### src/rtl/trace_cmp_pkg.sv
// Shared types and helpers for the lockstep trace comparator.
//   state_t    : comparator run/halt state
//   DEF_WIDTH  : default trace word width
//   lowest_set : index of the lowest set bit of a channel mask (0 if none)
package trace_cmp_pkg;

  typedef enum logic [1:0] {
    RUN     = 2'd0,
    HALT_MM = 2'd1,
    HALT_OV = 2'd2
  } state_t;

  localparam int unsigned DEF_WIDTH = 36;
  localparam int unsigned MAX_NCH   = 8;
  localparam int unsigned IDX_W     = 3;

  // Reference channel selection: lowest enabled channel wins.
  function automatic logic [IDX_W-1:0] lowest_set(input logic [MAX_NCH-1:0] mask);
    lowest_set = '0;
    for (int i = MAX_NCH - 1; i >= 0; i--) begin
      if (mask[i]) lowest_set = IDX_W'(i);
    end
  endfunction

endpackage

### src/rtl/trace_fifo.sv
// Synchronous show-ahead FIFO absorbing per-channel trace skew.
//   clk, resetn : clock, synchronous active-low reset
//   push, din   : write request and data (ignored when full unless popping)
//   pop         : remove head (ignored when empty)
//   head        : current head word, combinational from storage
//   full, empty : occupancy flags
//   count       : current occupancy, 0..DEPTH
module trace_fifo #(
  parameter int unsigned WIDTH = 36,
  parameter int unsigned DEPTH = 8
) (
  input  logic                     clk,
  input  logic                     resetn,
  input  logic                     push,
  input  logic                     pop,
  input  logic [WIDTH-1:0]         din,
  output logic [WIDTH-1:0]         head,
  output logic                     full,
  output logic                     empty,
  output logic [$clog2(DEPTH):0]   count
);

  localparam int unsigned AW = $clog2(DEPTH);
  localparam int unsigned CW = AW + 1;

  logic [WIDTH-1:0] mem [DEPTH];
  logic [AW-1:0]    wr_ptr;
  logic [AW-1:0]    rd_ptr;
  logic             do_push;
  logic             do_pop;

  // A full FIFO still accepts a push when the head leaves in the same cycle.
  assign do_pop  = pop & ~empty;
  assign do_push = push & (~full | do_pop);

  assign head  = mem[rd_ptr];
  assign full  = (count == CW'(DEPTH));
  assign empty = (count == '0);

  // Pointer and occupancy tracking; pointers wrap naturally (DEPTH is 2^n).
  always_ff @(posedge clk) begin
    if (!resetn) begin
      wr_ptr <= '0;
      rd_ptr <= '0;
      count  <= '0;
    end else begin
      if (do_push) wr_ptr <= wr_ptr + AW'(1);
      if (do_pop)  rd_ptr <= rd_ptr + AW'(1);
      count <= count + CW'(do_push) - CW'(do_pop);
    end
  end

  // Storage is not reset; only words behind valid pointers are ever read.
  always_ff @(posedge clk) begin
    if (do_push) mem[wr_ptr] <= din;
  end

endmodule

### src/rtl/trace_lockstep_cmp.sv
// Lockstep trace comparator: buffers each core's trace stream, retires
// entries in order once every enabled channel holds one, compares them to
// the lowest enabled channel and halts on the first divergence or overflow.
//   clk, resetn            : clock, synchronous active-low reset
//   chan_en                : channel enable mask, sampled during reset
//   trace_valid/trace_data : per-channel trace strobe and word
//   cmp_valid, cmp_count   : retire pulse and retired-entry counter
//   mismatch, overflow     : sticky error flags
//   err_mask/ref/index     : snapshot of the first divergence
//   skew_max               : peak FIFO occupancy seen
module trace_lockstep_cmp
  import trace_cmp_pkg::*;
#(
  parameter int unsigned NCH   = 2,
  parameter int unsigned WIDTH = DEF_WIDTH,
  parameter int unsigned DEPTH = 8,
  parameter int unsigned CNT_W = 32
) (
  input  logic                   clk,
  input  logic                   resetn,
  input  logic [NCH-1:0]         chan_en,
  input  logic [NCH-1:0]         trace_valid,
  input  logic [NCH*WIDTH-1:0]   trace_data,
  output logic                   cmp_valid,
  output logic [CNT_W-1:0]       cmp_count,
  output logic                   mismatch,
  output logic                   overflow,
  output logic [NCH-1:0]         err_mask,
  output logic [WIDTH-1:0]       err_ref,
  output logic [CNT_W-1:0]       err_index,
  output logic [$clog2(DEPTH):0] skew_max
);

  localparam int unsigned OCC_W = $clog2(DEPTH) + 1;

  state_t             state, state_nx;
  logic [NCH-1:0]     en_q;
  logic [NCH-1:0]     push, pop, full, empty;
  logic [WIDTH-1:0]   head   [NCH];
  logic [OCC_W-1:0]   occ    [NCH];
  logic [OCC_W-1:0]   occ_nx [NCH];
  logic [IDX_W-1:0]   ref_idx;
  logic [WIDTH-1:0]   ref_head;
  logic [NCH-1:0]     diff;
  logic               run, retire, ovf;

  logic               cmp_valid_nx, mismatch_nx, overflow_nx;
  logic [CNT_W-1:0]   cmp_count_nx, err_index_nx;
  logic [NCH-1:0]     err_mask_nx;
  logic [WIDTH-1:0]   err_ref_nx;
  logic [OCC_W-1:0]   skew_nx;

  for (genvar g = 0; g < NCH; g++) begin : g_ch
    trace_fifo #(.WIDTH(WIDTH), .DEPTH(DEPTH)) u_fifo (
      .clk    (clk),
      .resetn (resetn),
      .push   (push[g]),
      .pop    (pop[g]),
      .din    (trace_data[g*WIDTH +: WIDTH]),
      .head   (head[g]),
      .full   (full[g]),
      .empty  (empty[g]),
      .count  (occ[g])
    );
  end

  assign ref_idx = lowest_set(MAX_NCH'(en_q));

  // Retire/compare datapath: disabled channels count as always ready.
  always_comb begin
    run      = (state == RUN);
    retire   = run && (en_q != '0) && (&(~empty | ~en_q));
    push     = trace_valid & en_q & {NCH{run}};
    pop      = en_q & {NCH{retire}};
    ref_head = '0;
    diff     = '0;
    ovf      = 1'b0;
    for (int i = 0; i < NCH; i++) begin
      if (IDX_W'(i) == ref_idx) ref_head = head[i];
    end
    for (int i = 0; i < NCH; i++) begin
      diff[i]   = retire && en_q[i] && (head[i] != ref_head);
      if (push[i] && full[i] && !pop[i]) ovf = 1'b1;
      occ_nx[i] = occ[i] + OCC_W'(push[i] & (~full[i] | pop[i])) - OCC_W'(pop[i]);
    end
  end

  // Next-state and next-output logic.
  always_comb begin
    state_nx     = state;
    cmp_valid_nx = 1'b0;
    cmp_count_nx = cmp_count;
    mismatch_nx  = mismatch;
    overflow_nx  = overflow;
    err_mask_nx  = err_mask;
    err_ref_nx   = err_ref;
    err_index_nx = err_index;
    skew_nx      = skew_max;
    if (run) begin
      for (int i = 0; i < NCH; i++) begin
        if (en_q[i] && (occ_nx[i] > skew_nx)) skew_nx = occ_nx[i];
      end
      if (ovf) begin
        overflow_nx = 1'b1;
        state_nx    = HALT_OV;
      end
      if (retire) begin
        cmp_valid_nx = 1'b1;
        cmp_count_nx = cmp_count + CNT_W'(1);
        // Mismatch takes precedence over overflow for the halt state.
        if (diff != '0) begin
          mismatch_nx  = 1'b1;
          err_mask_nx  = diff;
          err_ref_nx   = ref_head;
          err_index_nx = cmp_count;
          state_nx     = HALT_MM;
        end
      end
    end
  end

  // State and output registers.
  always_ff @(posedge clk) begin
    if (!resetn) begin
      state     <= RUN;
      en_q      <= chan_en;
      cmp_valid <= 1'b0;
      cmp_count <= '0;
      mismatch  <= 1'b0;
      overflow  <= 1'b0;
      err_mask  <= '0;
      err_ref   <= '0;
      err_index <= '0;
      skew_max  <= '0;
    end else begin
      state     <= state_nx;
      cmp_valid <= cmp_valid_nx;
      cmp_count <= cmp_count_nx;
      mismatch  <= mismatch_nx;
      overflow  <= overflow_nx;
      err_mask  <= err_mask_nx;
      err_ref   <= err_ref_nx;
      err_index <= err_index_nx;
      skew_max  <= skew_nx;
    end
  end

endmodule

### config.mk
export PLATFORM = sky130hd
export DESIGN_NAME = trace_lockstep_cmp
export DESIGN_NICKNAME = d
export VERILOG_FILES = /design/src/rtl/trace_cmp_pkg.sv /design/src/rtl/trace_fifo.sv /design/src/rtl/trace_lockstep_cmp.sv
export SDC_FILE = /design/constraint.sdc
export NUM_CORES = 1
export LEC_CHECK = 0
export ABC_AREA = 1
export CAP_MARGIN = 20
export CORE_ASPECT_RATIO = 0.75
export CORE_MARGIN = 5
export CORE_UTILIZATION = 50
export DETAILED_ROUTE_END_ITERATION = 8
export GPL_ROUTABILITY_DRIVEN = 0
export GPL_TIMING_DRIVEN = 0
export PLACE_DENSITY = 0.72
export SKIP_CTS_REPAIR_TIMING = 1
export SYNTH_ARGS = -nofsm -noshare
export SYNTH_HDL_FRONTEND = slang
export SYNTH_HIERARCHICAL = 1
export SYNTH_SLANG_ARGS = --single-unit
### constraint.sdc
create_clock -name clk -period 5.16 [get_ports clk]
set_clock_uncertainty 0.1 [all_clocks]
set_input_delay 0.774 -clock clk [delete_from_list [all_inputs] [get_ports clk]]
set_output_delay 0.774 -clock clk [all_outputs]
set_load 0.01 [all_outputs]
==> summary.md <==
| Metric | Value |
|---|---|
| Most frequent cells in the layout | `nor2_1 (649), edfxtp_1 (578), nand2_1 (462), o21ai_0 (250), o21ai_1 (247)` |
| CP delay by family, top | `adder cells` |
| GRT Overall Usage | `0.2465` |
| Slew Viols, Final | `0` |
| Area growth syn-to-layout | `18.94%` |
| Status | `finished clean` |
| Slowest CP cell | `fa_1` |
| Die height | `223.6 um` |
| DR iter-0 viols | `3052` |
| Final Cycle Share | `0.9237` |
| Fin nets | `3389` |
| Initial antenna violation count | `2` |
| Crit-path most repeated cell | `ha_1` |
| Sw frac | `0.3297` |
| Req. time, crit path | `5.52 ns` |
| DP HPWL | `59780 um` |
| Synth async-reset ratio | `0` |
| Post-Route WL | `83400 um` |
| Final hold violations | `0` |
| Max Cap Viol | `0` |
| Peak VDD IR | `0.2904 mV` |
| Number of fill cells | `4794` |
| Net switching power | `5.563 mW` |
| DRT antenna net count | `0` |
| Worst EP arrival | `5.13 ns` |
| Vias per cell | `5.638` |
| Final core utilization | `0.5997` |
| Worst R2R Setup Slack | `0.39 ns` |
| EDFF count, synth | `578` |
| Vias in the first global route | `22233` |
| Gate power share | `0.291` |
| Critical R2R Launch | `g_ch[0].u_fifo/count[2]` |
| Pin count of the biggest net entering global routing | `27` |
| R2R cell count | `25` |
| IO buf count | `186` |
| Placed cell count | `4003` |
| Cells on Worst Hold Path | `2` |
| Internal power | `11.31 mW` |
| Clock sinks | `715` |
| Crit. Startpoint | `g_ch[0].u_fifo/count[2]` |
| Die W | `294.8 um` |
| Hold Path Origin | `err_index[21]` |
| Critical path endpoint category | `register` |
| Clock slew at the register clock pins of the worst setup and hold paths | `0.06 ns` |
| Crit path launch type | `register` |
| Rel. slew slack | `0.2893` |
| CP max FO | `8` |
| Leakage | `13.23 nW` |
| First-pass GRT wire length | `126600 um` |
| Synth Cell Area | `30410 um2` |
| Number of synthesized register bits | `715` |
| I/O pins | `187` |
| WP depth | `25` |
| Clock Path Buffers | `3` |
| CP Buf/Inv Count | `4` |
| Clock power share | `0.301` |
| Layout cells sized above 1 | `0.07323` |
| Num CTS Buffers | `71` |
| Core area | `60310 um2` |
| CTS tree | `built` |
| Synthesized netlist cell count | `2981` |
| Most common cell after layout, fill and taps aside | `nor2_1` |
| Hold EP | `err_index[21]` |
| CTS H-Tree Depth | `3` |
| Non-filler cells, final | `4134` |
| Setup-failing EPs final | `0` |
| Worst hold path type | `register to register` |
| Synthesized Nets | `3094` |
| Sequential power share | `0.408` |
| Drt pass-1 iters | `6` |
| Reg2reg end | `skew_max[2]` |
| Worst-Skew Late Latency | `0.62 ns` |
| Starting Density | `0.5042` |
| Worst Tran Pin Value | `1.063 ns` |
| Power Density | `466.5 nW/um2` |
| Avg Cell Area, Syn | `10.20 um2` |
| Top FF cell, synth | `edfxtp_1` |
| Row cnt | `78` |
| Worst Setup Path Type | `register to register` |
| CP max stage delay | `0.51 ns` |
| Detailed-route via count | `23309` |
| Wire per inst | `20.17 um` |
| Die Footprint | `65900 um2` |
| Max Fclk | `0.2098 GHz` |
| Overflow after GRT | `0` |
| CTS root buffer | `clkbuf_16` |
| Syn. warnings | `6` |
| DRC | `0` |
| Seq/Total Area, Yosys | `0.6609` |
| Final min period | `4.766 ns` |
| Count of cell types in the netlist | `39` |
## worst max path at each step
stage	endpoint	slack [ns]
3_5_place_dp	skew_max[2]	0.03
6_report	skew_max[2]	0.39
4_1_cts	skew_max[2]	0.01
2_1_floorplan	g_ch[1].u_fifo/mem[6][0]	-0.08
3_3_place_gp	g_ch[1].u_fifo/mem[0][14]	-2.71
5_1_grt	skew_max[0]	-0.02
## worst register-to-register path, delay by kind of cell (launching register included)
kind,cells,cell delay [ns]
compound gates,7,1.04
fa+ha+maj,6,1.86
simple gates,8,1.05
buf+inv,4,0.23
flops,1,0.36
## cell type report
cell class | count | area, um2 | area share
diodes | 2 | 5.005 | 0.0001384
clock buffers | 95 | 1982 | 0.05479
multi-input cells | 1950 | 8979 | 0.2482
well taps | 800 | 1001 | 0.02767
inverters | 158 | 598.1 | 0.01653
flip-flops and latches | 715 | 20100 | 0.5557
clock inverters | 34 | 300.3 | 0.008302
repair buffers | 222 | 2352 | 0.06503
plain buffers | 158 | 854.6 | 0.02363
## routing by layer
| metal | part of all wire | vias to the layer above | track usage |
|---|---|---|---|
| met1 | 0.41 | 11031 | 0.3557 |
| met3 | 0.12 | 183 | 0.06294 |
| met5 | 0 | - | 0 |
| li1 | - | 10750 | - |
| met4 | 0.030 | 0 | 0.07046 |
| met2 | 0.44 | 1345 | 0.3746 |
## per-stage QoR
stage	hold WS, ns	worst slack, ns	area [um2]	power (mW)	setup TNS (ns)
6_report	0.3825	0.3938	36170	16.87	0
5_1_grt	0.4115	-0.01571	36170	17.72	-0.02430
4_1_cts	0.3841	0.01107	36150	16.76	0
3_5_place_dp	0.3707	0.02715	33860	11.71	0
3_3_place_gp	0.3470	-2.708	33270	11.48	-787.40
2_1_floorplan	0.3546	-0.08011	30410	9.911	-11.53
## cells in the mapped netlist (4+ instances only)
cell | n | area share
clkbuf_1 | 81 | 0.010
nand3b_1 | 24 | 0.0059
nor3_1 | 31 | 0.0051
nor2_1 | 658 | 0.081
nand2_1 | 463 | 0.057
nand3_1 | 139 | 0.023
buf_4 | 13 | 0.0032
nand2_2 | 6 | 0.0012
ha_1 | 31 | 0.013
edfxtp_1 | 578 | 0.57
fa_1 | 4 | 0.0026
o21ai_1 | 243 | 0.040
nor2_2 | 4 | 0.00082
inv_1 | 151 | 0.019
xor2_1 | 14 | 0.0040
buf_1 | 6 | 0.00074
dfxtp_1 | 137 | 0.090
a21oi_1 | 47 | 0.0077
o21ai_0 | 255 | 0.042
buf_2 | 37 | 0.0061
nand4_1 | 9 | 0.0019
buf_6 | 19 | 0.0070
## kinds of logic after synthesis
group / share of synthesized area
AO/OA/AOI/OAI: 0.09167
XOR/XNOR: 0.004608
adder cells (fa/ha/maj): 0.01539
buffers and inverters: 0.04773
flip-flops: 0.6609
AND/OR/NAND/NOR: 0.1797
## power groups by stage
stage	Clock [mW]	Sequential (mW)	Combinational, mW
2_1_floorplan	0	7.00	2.91
3_3_place_gp	0	7.00	4.48
3_5_place_dp	0	7.00	4.71
4_1_cts	5.13	6.88	4.75
5_1_grt	5.40	6.91	5.41
6_report	5.08	6.88	4.91
## registers in the layout, summed over array words and instances, names as in the netlist, 2 cells and up, named ones only
signal              flops
cmp_count              32
en_q                    2
err_index              32
err_mask                2
err_ref                36
g_ch.u_fifo/count       8
g_ch.u_fifo/mem       576
g_ch.u_fifo/rd_ptr      6
g_ch.u_fifo/wr_ptr      6
skew_max                4
state                   2
(Power assumes the default switching activity.)
